<file path="config.mk">
export PLATFORM = sky130hd
export DESIGN_NAME = tm_program_feeder
export DESIGN_NICKNAME = d
export VERILOG_FILES = /design/src/rtl/tm_feeder_pkg.sv /design/src/rtl/tm_feeder_timer.sv /design/src/rtl/tm_program_feeder.sv
export SDC_FILE = /design/constraint.sdc
export NUM_CORES = 1
export LEC_CHECK = 0
export ABC_AREA = 1
export BUFFER_PORTS_ARGS = -buffer_cell sky130_fd_sc_hd__clkbuf_2
export CORE_UTILIZATION = 45
export CTS_BUF_LIST = sky130_fd_sc_hd__clkbuf_8
export CTS_CLUSTER_DIAMETER = 80
export CTS_CLUSTER_SIZE = 10
export DETAILED_ROUTE_END_ITERATION = 10
export SETUP_SLACK_MARGIN = 0.15
export SLEW_MARGIN = 25
export SYNTH_ARGS = -nofsm -noshare
export SYNTH_HDL_FRONTEND = slang
export SYNTH_SLANG_ARGS = --single-unit
</file>
<file path="constraint.sdc">
create_clock -name clock -period 2.35 [get_ports clock]
set_input_delay 0.1175 -clock clock [delete_from_list [all_inputs] [get_ports clock]]
set_output_delay 0.1175 -clock clock [all_outputs]
set_load 0.02 [all_outputs]
</file>
<file path="src/rtl/tm_feeder_pkg.sv">
// Shared types and default timing for the Turing machine program feeder.
package tm_feeder_pkg;

  localparam int unsigned DEF_AW        = 6;
  localparam int unsigned DEF_SETUP_LEN = 2;
  localparam int unsigned DEF_PULSE_LEN = 2;
  localparam int unsigned DEF_GAP_LEN   = 3;
  localparam int unsigned TIMER_W       = 8;

  typedef enum logic [1:0] {
    REC_WORD = 2'b00,
    REC_DONE = 2'b01,
    REC_RUN  = 2'b10,
    REC_END  = 2'b11
  } rec_kind_t;

  typedef struct packed {
    rec_kind_t           kind;
    logic [DEF_AW-1:0]   data;
  } rec_t;

  typedef enum logic [2:0] {
    S_IDLE,
    S_FETCH,
    S_SETUP,
    S_PULSE,
    S_GAP,
    S_RUN_CHECK,
    S_FINISH
  } state_t;

  // A phase of len cycles loads len-1; zero-length phases still last one cycle.
  function automatic logic [TIMER_W-1:0] timer_load(input int unsigned len);
    return (len <= 1) ? '0 : TIMER_W'(len - 1);
  endfunction

endpackage

</file>
<file path="src/rtl/tm_feeder_timer.sv">
// Loadable down-counter with zero flag; times the SETUP/PULSE/GAP phases.
module tm_feeder_timer
  import tm_feeder_pkg::*;
#(
  parameter int unsigned W = TIMER_W
)(
  input  logic         clock,
  input  logic         reset,
  input  logic         load_i,
  input  logic [W-1:0] load_val_i,
  output logic         zero_o
);

  logic [W-1:0] count_q, count_d;

  // Load takes priority; otherwise count down and stop at zero.
  always_comb begin
    count_d = count_q;
    if (load_i) begin
      count_d = load_val_i;
    end else if (count_q != '0) begin
      count_d = count_q - W'(1);
    end
  end

  // Counter register.
  always_ff @(posedge clock) begin
    if (reset) begin
      count_q <= '0;
    end else begin
      count_q <= count_d;
    end
  end

  assign zero_o = (count_q == '0);

endmodule

</file>
<file path="src/rtl/tm_program_feeder.sv">
// Replays a stored record list into the Turing machine's Next/Done/input_data
// entry protocol. Optional macro TM_FEEDER_STEP_LIMIT_EN adds a RUN step limit
// (MAX_STEPS) and the sticky step_limit_hit output.
module tm_program_feeder
  import tm_feeder_pkg::*;
#(
  parameter int unsigned AW        = DEF_AW,
  parameter int unsigned DEPTH     = 32,
  parameter int unsigned SETUP_LEN = DEF_SETUP_LEN,
  parameter int unsigned PULSE_LEN = DEF_PULSE_LEN,
  parameter int unsigned GAP_LEN   = DEF_GAP_LEN
`ifdef TM_FEEDER_STEP_LIMIT_EN
  ,parameter int unsigned MAX_STEPS = 255
`endif
)(
  input  logic                                      clock,
  input  logic                                      reset,
  input  logic                                      prog_we,
  input  logic [((DEPTH > 1) ? $clog2(DEPTH) : 1)-1:0] prog_addr,
  input  logic [AW+1:0]                             prog_wdata,
  input  logic                                      start,
  input  logic                                      compute_done,
  output logic [AW-1:0]                             input_data,
  output logic                                      next,
  output logic                                      done,
  output logic                                      busy,
  output logic                                      finished,
  output logic [15:0]                               step_count
`ifdef TM_FEEDER_STEP_LIMIT_EN
  ,output logic                                     step_limit_hit
`endif
);

  localparam int unsigned PW = (DEPTH > 1) ? $clog2(DEPTH) : 1;
  localparam logic [PW-1:0] LAST_PTR = PW'(DEPTH - 1);
  localparam logic [TIMER_W-1:0] SETUP_LD = timer_load(SETUP_LEN);
  localparam logic [TIMER_W-1:0] PULSE_LD = timer_load(PULSE_LEN);
  localparam logic [TIMER_W-1:0] GAP_LD   = timer_load(GAP_LEN);

  state_t              state_q, state_d;
  logic [PW-1:0]       ptr_q, ptr_d;
  rec_kind_t           kind_q, kind_d;
  logic [AW-1:0]       data_q, data_d;
  logic [15:0]         step_q, step_d;
  logic [AW+1:0]       rec_q [DEPTH];
  logic [AW+1:0]       fetched;
  rec_kind_t           fetch_kind;
  logic                tmr_load;
  logic [TIMER_W-1:0]  tmr_val;
  logic                tmr_zero;
`ifdef TM_FEEDER_STEP_LIMIT_EN
  logic                hit_q, hit_d;
`endif

  assign busy     = (state_q != S_IDLE) && (state_q != S_FINISH);
  assign finished = (state_q == S_FINISH);
  assign next     = (state_q == S_PULSE) && (kind_q != REC_DONE);
  assign done     = (state_q == S_PULSE) && (kind_q == REC_DONE);
  assign input_data = data_q;
  assign step_count = step_q;
`ifdef TM_FEEDER_STEP_LIMIT_EN
  assign step_limit_hit = hit_q;
`endif

  assign fetched    = rec_q[ptr_q];
  assign fetch_kind = rec_kind_t'(fetched[AW +: 2]);

  // Record storage: written only while idle/finished, never reset.
  always_ff @(posedge clock) begin
    if (prog_we && !busy && (32'(prog_addr) < DEPTH)) begin
      rec_q[prog_addr] <= prog_wdata;
    end
  end

  tm_feeder_timer #(
    .W(TIMER_W)
  ) u_timer (
    .clock      (clock),
    .reset      (reset),
    .load_i     (tmr_load),
    .load_val_i (tmr_val),
    .zero_o     (tmr_zero)
  );

  // Next-state logic: sequences records and loads the shared phase timer.
  always_comb begin
    state_d  = state_q;
    ptr_d    = ptr_q;
    kind_d   = kind_q;
    data_d   = data_q;
    step_d   = step_q;
    tmr_load = 1'b0;
    tmr_val  = '0;
`ifdef TM_FEEDER_STEP_LIMIT_EN
    hit_d    = hit_q;
`endif
    unique case (state_q)
      S_IDLE, S_FINISH: begin
        if (start) begin
          state_d = S_FETCH;
          ptr_d   = '0;
          step_d  = '0;
`ifdef TM_FEEDER_STEP_LIMIT_EN
          hit_d   = 1'b0;
`endif
        end
      end
      S_FETCH: begin
        kind_d = fetch_kind;
        unique case (fetch_kind)
          REC_WORD: begin
            data_d   = fetched[AW-1:0];
            state_d  = S_SETUP;
            tmr_load = 1'b1;
            tmr_val  = SETUP_LD;
          end
          REC_DONE: begin
            state_d  = S_PULSE;
            tmr_load = 1'b1;
            tmr_val  = PULSE_LD;
          end
          REC_RUN:  state_d = S_RUN_CHECK;
          REC_END:  state_d = S_FINISH;
          default:  state_d = S_FINISH;
        endcase
      end
      S_SETUP: begin
        if (tmr_zero) begin
          state_d  = S_PULSE;
          tmr_load = 1'b1;
          tmr_val  = PULSE_LD;
        end
      end
      S_PULSE: begin
        if (tmr_zero) begin
          state_d  = S_GAP;
          tmr_load = 1'b1;
          tmr_val  = GAP_LD;
        end
      end
      S_GAP: begin
        if (tmr_zero) begin
          if (kind_q == REC_RUN) begin
            state_d = S_RUN_CHECK;
          end else if (ptr_q == LAST_PTR) begin
            state_d = S_FINISH;
          end else begin
            ptr_d   = ptr_q + PW'(1);
            state_d = S_FETCH;
          end
        end
      end
      S_RUN_CHECK: begin
        if (compute_done) begin
          if (ptr_q == LAST_PTR) begin
            state_d = S_FINISH;
          end else begin
            ptr_d   = ptr_q + PW'(1);
            state_d = S_FETCH;
          end
`ifdef TM_FEEDER_STEP_LIMIT_EN
        end else if (step_q == 16'(MAX_STEPS)) begin
          state_d = S_FINISH;
          hit_d   = 1'b1;
`endif
        end else begin
          state_d  = S_PULSE;
          tmr_load = 1'b1;
          tmr_val  = PULSE_LD;
          if (step_q != '1) begin
            step_d = step_q + 16'd1;
          end
        end
      end
      default: state_d = S_IDLE;
    endcase
  end

  // State and datapath registers.
  always_ff @(posedge clock) begin
    if (reset) begin
      state_q <= S_IDLE;
      ptr_q   <= '0;
      kind_q  <= REC_WORD;
      data_q  <= '0;
      step_q  <= '0;
`ifdef TM_FEEDER_STEP_LIMIT_EN
      hit_q   <= 1'b0;
`endif
    end else begin
      state_q <= state_d;
      ptr_q   <= ptr_d;
      kind_q  <= kind_d;
      data_q  <= data_d;
      step_q  <= step_d;
`ifdef TM_FEEDER_STEP_LIMIT_EN
      hit_q   <= hit_d;
`endif
    end
  end

endmodule

</file>
==> results of run 1 <==
==> final timing paths <==
kind,to,start,cells past startpoint
worst max-delay path,state_q[2],register,18
worst min-delay path,state_q[2],compute_done,5
worst max register to register,state_q[2],register,18
worst min register to register,ptr_q[4],ptr_q[4],2
==> cell usage in the layout, fill, tap and decap left out, types with 3 or more instances in the layout <==
master and count:
nand3_2 17, nor2_1 84, clkbuf_16 3, inv_1 72
o21ai_0 16, nor3_1 8, edfxtp_1 256, nand4_1 9
dfxtp_1 43, nor2_2 8, nand2_4 9, ha_1 4
o21ai_1 3, nand2_2 18, nand2_1 388, nand3_1 221
xnor2_1 4, nand3_4 3, clkbuf_8 37, ha_4 4
a21oi_1 28, inv_2 6, buf_4 82, buf_6 9
clkbuf_2 43, xor2_1 7, buf_12 10
==> power by group <==
group | total, µW | internal (µW) | leakage [µW] | switching (µW)
combinational | 1950 | 660 | 0.00282 | 1290
sequential | 6100 | 5970 | 0.00267 | 127
clock | 3340 | 1470 | 0.000404 | 1860
total | 11400 | 8110 | 0.00590 | 3280
==> kinds of logic (layout without fill, tap and decap cells) <==
logic type | count (synthesis) | count (layout)
compound gates | 56 | 56
xor+xnor | 11 | 11
fa+ha+maj | 9 | 9
buf+inv | 117 | 273
flops | 301 | 301
simple gates | 776 | 776
==> per-layer routing <==
metal	vias up	global-route usage [%]	part of all wire, %
met4	0	6.02	1.9
met2	274	36.8	47
li1	4595	-	-
met3	48	3.31	5.5
met5	-	0	0
met1	4569	31.3	45
==> tightest hold or removal path, delay by kind of cell <==
| family | cells | cell delay (ps) |
|---|---|---|
| simple gates | 2 | 160 |
| buf+inv | 1 | 110 |
| compound gates | 2 | 130 |
==> flip-flops by register name, summed over array words and instances, names as in the netlist, named ones only <==
register and cells:
step_count 16, ptr_q 5, u_timer.count_q 8, rec_q 256, kind_q 2, state_q 3
input_data 6
==> cell type report <==
| type | instances | area, µm² | area share (%) |
|---|---|---|---|
| Clock inverter | 28 | 118 | 0.766 |
| Timing Repair Buffer | 151 | 1290 | 8.38 |
| Tap cell | 378 | 473 | 3.08 |
| Sequential cell | 301 | 8590 | 56.0 |
| Multi-Input combinational cell | 852 | 4140 | 26.9 |
| Inverter | 57 | 236 | 1.54 |
| Clock buffer | 37 | 509 | 3.32 |
==> metrics by stage <==
step | power, µW | std cells | cell area [µm²]
after global routing | 11900 | 1804 | 15400
final | 11400 | 1804 | 15400
after CTS | 11300 | 1787 | 14800
after floorplan | 7440 | 1270 | 12900
after detailed placement | 7980 | 1717 | 14100
after global placement | 7960 | 1717 | 14100
==> timing repair <==
item | in CTS | in global routing
cloned | 2 | 3
setup endpoints to repair | 16 | 207
pin swaps | 3 | 43
resized for setup | 14 | 88
endpoints found under the hold margin | 2 | 0
buffers inserted | 2 | 14
hold buffers | 1 | 0
==> out/results.tsv, run 1 <==
stage	metric	value	unit
setup_path	type of origin of the critical path	register	
sta	RSZ-0062 raised after global routing	yes	
synthesis	synth unique cells	36	
sta	fmax	433	MHz
cells_and_area	Area growth syn-to-layout	18.9	%
placement	Setup WS pre-CTS	-26.8	ps
synthesis	Synth area leader	edfxtp_1	
flow_run	Max Cap Violations	0	
routing	vias	9486	
cells_and_area	fill count	2452	
clock_tree	clock latency on the worst-skew pair	550	ps
setup_path	R2R setup slack	40	ps
floorplan	io pins	44	
global_routing	vias in the first global route	8975	
setup_path	crit path buf inv count	4	
routing	Routed WL per cell	18.1	µm
routing	drt pass-1 iters	5	
floorplan	standard-cell rows	61	
clock_tree	CTS root buffer	clkbuf_8	
pwr	P_leak	0.00590	µW
synthesis	area fraction of the dominant cell type after synthesis	59.5	%
sta	final setup margin	38.4	ps
sta	Setup-failing EPs final	0	
setup_path	Cell Chain, Critical Path	buf_6, buf_12, buf_16, nand2_4, nand3_2, nand3_2, nand2_2, nand2_4, nand3_4, nand2_8, inv_6, ha_2, o21ai_2, nor2_1, nor3_1, o211ai_1, nand2_1, a21oi_1	
placement	GP Congestion	0.841	
synthesis	Synth Area in Adders	0.872	%
synthesis	Area contributors post-synth	edfxtp_1, nand2_1, nand3_1, dfxtp_1, nor2_1	
clock_tree	clk slew on worst S/H paths	80	ps
synthesis	sequential cell area fraction in the yosys report	66.5	%
synthesis	largest family of logic cells by synthesized area	simple AND/OR/NAND/NOR gates	
routing	DRC Markers	0	
hold_path	Hold Path Class	input pin to register	
sta	Tcrit/Tclk final	98.4	%
cells_and_area	layout cell share with drive strength beyond 1	19.0	%
synthesis	Yosys reg bits	301	
synthesis	syn avg cell area	10.2	µm²
placement	buffers added on ports	43	
routing	initial drt markers	644	
synthesis	Async S/R FF share, synth	0	%
clock_tree	clk sinks	301	
cells_and_area	fin nets	1426	
synthesis	Primary FF master, synth	edfxtp_1	
synthesis	most common cell in the netlist	nand2_1	
synthesis	Compound-Gate Fraction of Synth Area	2.28	%
pwr	Worst VDD drop	470	µV
sta	final hold vios	0	
setup_path	crit end category	register	
sta	setup TNS	0	ps
floorplan	Die X	171	µm
synthesis	post-synthesis simple-gate area fraction	25.7	%
floorplan	Starting Density	46.1	%
sta	Max Slew Vio Count	0	
sta	Setup Skew	34.5	ps
clock_tree	CTS tree	yes	
sta	final hold slack	37.6	ps
synthesis	most frequent cells after synthesis	nand2_1, edfxtp_1, nand3_1, nor2_1, inv_1	
synthesis	Post-synth EDFFs	256	
global_routing	initial antenna violation count	0	
sta	normalized max-slew margin	40.2	%
floorplan	core area	28000	µm²
setup_path	CP Data Required Time	2750	ps
global_routing	GRT overflow	0	
floorplan	die area	29400	µm²
clock_tree	clock buffer depth	3	
cells_and_area	# diodes	0	
sta	Min Clock Period, post-route	2310	ps
global_routing	first-pass GRT wire length	49700	µm
synthesis	post-synthesis xor/xnor area fraction	0.746	%
pwr	pwr/cell area	742	nW/µm²
setup_path	Crit path largest cell delay	390	ps
synthesis	post-synthesis mux area share	0	%
global_routing	GR Util All Layers	22.5	%
synthesis	Mapped Cells	1270	
placement	post-DP HPWL	20400	µm
routing	antenna-violating nets left	0	
setup_path	CP max stage cell	dfxtp_4	
routing	DR vias/cell	5.26	
setup_path	CP arrival	2710	ps
synthesis	syn nets	1297	
global_routing	largest net degree at the start of global routing	33	
sta	worst-margin pin slew	897	ps
run_status	status	finished, final reports clean	
setup_path	Crit path max-delay family	simple AND/OR/NAND/NOR gates	
synthesis	synthesized area	12900	µm²
setup_path	worst-path fanout max	6	
clock_tree	number of H-tree levels	2	
clock_tree	CTS buffer count	36	
floorplan	chip height	171	µm
cells_and_area	post-route core utilization	54.8	%
routing	Routed WL	32700	µm
setup_path	crit path kind	register to register	
synthesis	YS warnings	0	
Note: power is estimated with default switching activity, not from simulation.
==> run 2, diff against run 1 <==
CORE_ASPECT_RATIO = 1.1   (was default)
clock period = 2.3 ns   (was 2.35 ns; I/O delays follow)
==> out/results.tsv, run 2 (same netlist as run 1, synthesis figures left out) <==
stage	metric	value	unit	change
clock_tree	clk sinks	301		unchanged
floorplan	Starting Density	46.1	%	about the same
sta	final hold vios	0		unchanged
cells_and_area	# diodes	0		unchanged
pwr	Int Power	8280	µW	+2.1%
global_routing	GRT overflow	0		unchanged
clock_tree	clk slew on worst S/H paths	80	ps	about the same
cells_and_area	fin nets	1416		-0.70%
routing	drt pass-1 iters	5		unchanged
sta	fmax	449	MHz	+3.8%
flow_run	Max Cap Violations	0		unchanged
setup_path	CP Data Required Time	2720	ps	-30 ps
cells_and_area	most common cell after layout, fill and taps aside	nand2_1		
floorplan	standard-cell rows	64		+4.9%
placement	buffers added on ports	43		unchanged
global_routing	vias in the first global route	8960		-0.17%
cells_and_area	most frequent cells in the layout	nand2_1, edfxtp_1, nand3_1		
routing	antenna-violating nets left	0		unchanged
hold_path	Hold Path Class	input pin to register		
routing	DR vias/cell	5.25		-0.13%
cells_and_area	Area growth syn-to-layout	15.2	%	
floorplan	core area	28000	µm²	about the same
sta	normalized max-slew margin	46.9	%	+6.7 points
global_routing	initial antenna violation count	0		unchanged
placement	Cell Area, Placed	14000	µm²	-0.76%
pwr	Psw	3280	µW	about the same
floorplan	die area	29400	µm²	about the same
pwr	pwr/cell area	777	nW/µm²	+4.7%
setup_path	type of origin of the critical path	register		
cells_and_area	Largest Register	rec_q		
clock_tree	clock latency on the worst-skew pair	540	ps	about the same
placement	post-DP HPWL	20000	µm	-2.4%
sta	Max Slew Vio Count	0		unchanged
floorplan	io pins	44		unchanged
sta	Tcrit/Tclk final	96.9	%	-1.5 points
clock_tree	CTS buffer count	36		unchanged
sta	Setup Skew	23.2	ps	-11.3 ps
cells_and_area	Non-Filler Instances	1771		-1.8%
global_routing	GR Util All Layers	21.4	%	-1.0 points
global_routing	first-pass GRT wire length	48400	µm	-2.6%
setup_path	crit end category	register		
setup_path	CP arrival	2650	ps	-60 ps
cells_and_area	fill count	2566		+4.6%
routing	DRC Markers	0		unchanged
routing	vias	9300		-2.0%
routing	Routed WL per cell	17.6	µm	-2.9%
pwr	Clk pwr share	28.9	%	-0.4 points
pwr	switching share of power	28.4	%	-0.42 points
clock_tree	clock buffer depth	3		unchanged
routing	initial drt markers	829		+29%
cells_and_area	max FFs per register	256		unchanged
routing	Routed WL	31100	µm	-4.7%
global_routing	largest net degree at the start of global routing	33		unchanged
sta	final setup margin	72.3	ps	+33.9 ps
setup_path	worst-path fanout max	12		+6
cells_and_area	Layout Cell Area excl Fill	14900	µm²	-3.1%
placement	GP Congestion	0.895		+6.5%
sta	worst-margin pin slew	797	ps	-100 ps
setup_path	crit path kind	register to register		
sta	Setup-failing EPs final	0		unchanged
hold_path	HP Start	prog_addr[2]		
clock_tree	CTS root buffer	clkbuf_8		
placement	Placed Cells	1697		-1.2%
pwr	P_leak	0.00565	µW	-4.2%
sta	RSZ-0062 raised after global routing	yes		
sta	Min Clock Period, post-route	2230	ps	-83.9 ps
placement	Setup WS pre-CTS	-60.0	ps	-33.3 ps
cells_and_area	layout cell share with drive strength beyond 1	15.8	%	-3.2 points
pwr	Comb pwr share	17.2	%	about the same
floorplan	Die X	164	µm	-4.6%
clock_tree	number of H-tree levels	2		unchanged
clock_tree	CTS tree	yes		
run_status	status	finished, final reports clean		
pwr	Worst VDD drop	558	µV	+19%
pwr	Overall Power	11600	µW	+1.5%
floorplan	chip height	180	µm	+4.8%
sta	final hold slack	258	ps	+221 ps
pwr	Flop pwr share	53.9	%	+0.4 points
-- run 2: changes by cell type in the layout (fill, tap and decap cells not counted), moves of 7 or more --
cell,before,now
nand2_4,9,2
inv_1,72,64
nand3_1,221,231
buf_6,9,1
nand2_1,388,408
nand3_2,17,9
nand2_2,18,6
-- run 2: area by class of cell --
class                   count  area [µm²]  share of cell area (%)
repair buffers            141        1090                    7.36
inverters                  57         224                    1.51
clock inverters            20        88.8                   0.597
well taps                 363         454                    3.05
clock buffers              37         509                    3.42
flip-flops and latches    301        8600                    57.8
multi-input cells         852        3910                    26.3
-- run 2: path summary, 6_finish.rpt --
path,to,slack (ps),depth (start not counted)
setup / recovery,u_timer.count_q[1],70,18
hold reg to reg,ptr_q[4],490,2
setup reg to reg,u_timer.count_q[1],70,18
hold / removal,rec_q[6][7],260,4
-- run 2: layer usage --
metal / wire [µm] / global-route usage, % / vias to the layer above / share of wire, %
met4: 556 / 5.37 / 0 / 1.8
li1: - / - / 4569 / -
met3: 1480 / 2.91 / 47 / 4.8
met2: 15400 / 36.4 / 246 / 50
met5: 0 / 0 / - / 0
met1: 13700 / 28.9 / 4438 / 44
-- run 2: timing repair --
item                                    4_1_cts  5_1_grt
endpoints found under the hold margin         8        0
buffers inserted                              4        8
pin swaps                                     6       12
endpoints found under the setup margin       16       24
resized for setup                            15       28
cloned                                        0        2
hold buffers                                  3        0
-- run 2: through the flow --
step,TNS [ps],utilization [%]
finish,0,53.1
CTS,0,52.3
global placement,0,49.8
global route,-453,53.1
detailed placement,-475,49.8
floorplan,0,-
-- run 2: power groups by stage --
stage / combinational [µW] / sequential, µW / clock [µW]
after floorplan: 1240 / 6360 / 0
after global placement: 1790 / 6340 / 0
after detailed placement: 1800 / 6340 / 0
after CTS: 1850 / 6230 / 3440
after global routing: 2200 / 6250 / 3650
final: 1990 / 6230 / 3340
-- run 2: worst max-delay path: stages (launching register included) --
cell and delay (ps):
dfxtp_4 420, inv_6 60, buf_12 140, nand2_1 60, nand3_1 70, nand3_2 60, nand2_1 60, nand2_1 70
nand3_2 130, nand2_4 120, inv_2 40, ha_1 180, nor2_1 110, nor2_1 60, nor2_2 120, nand2_2 100
inv_2 90, a31oi_1 90, o21a_1 110
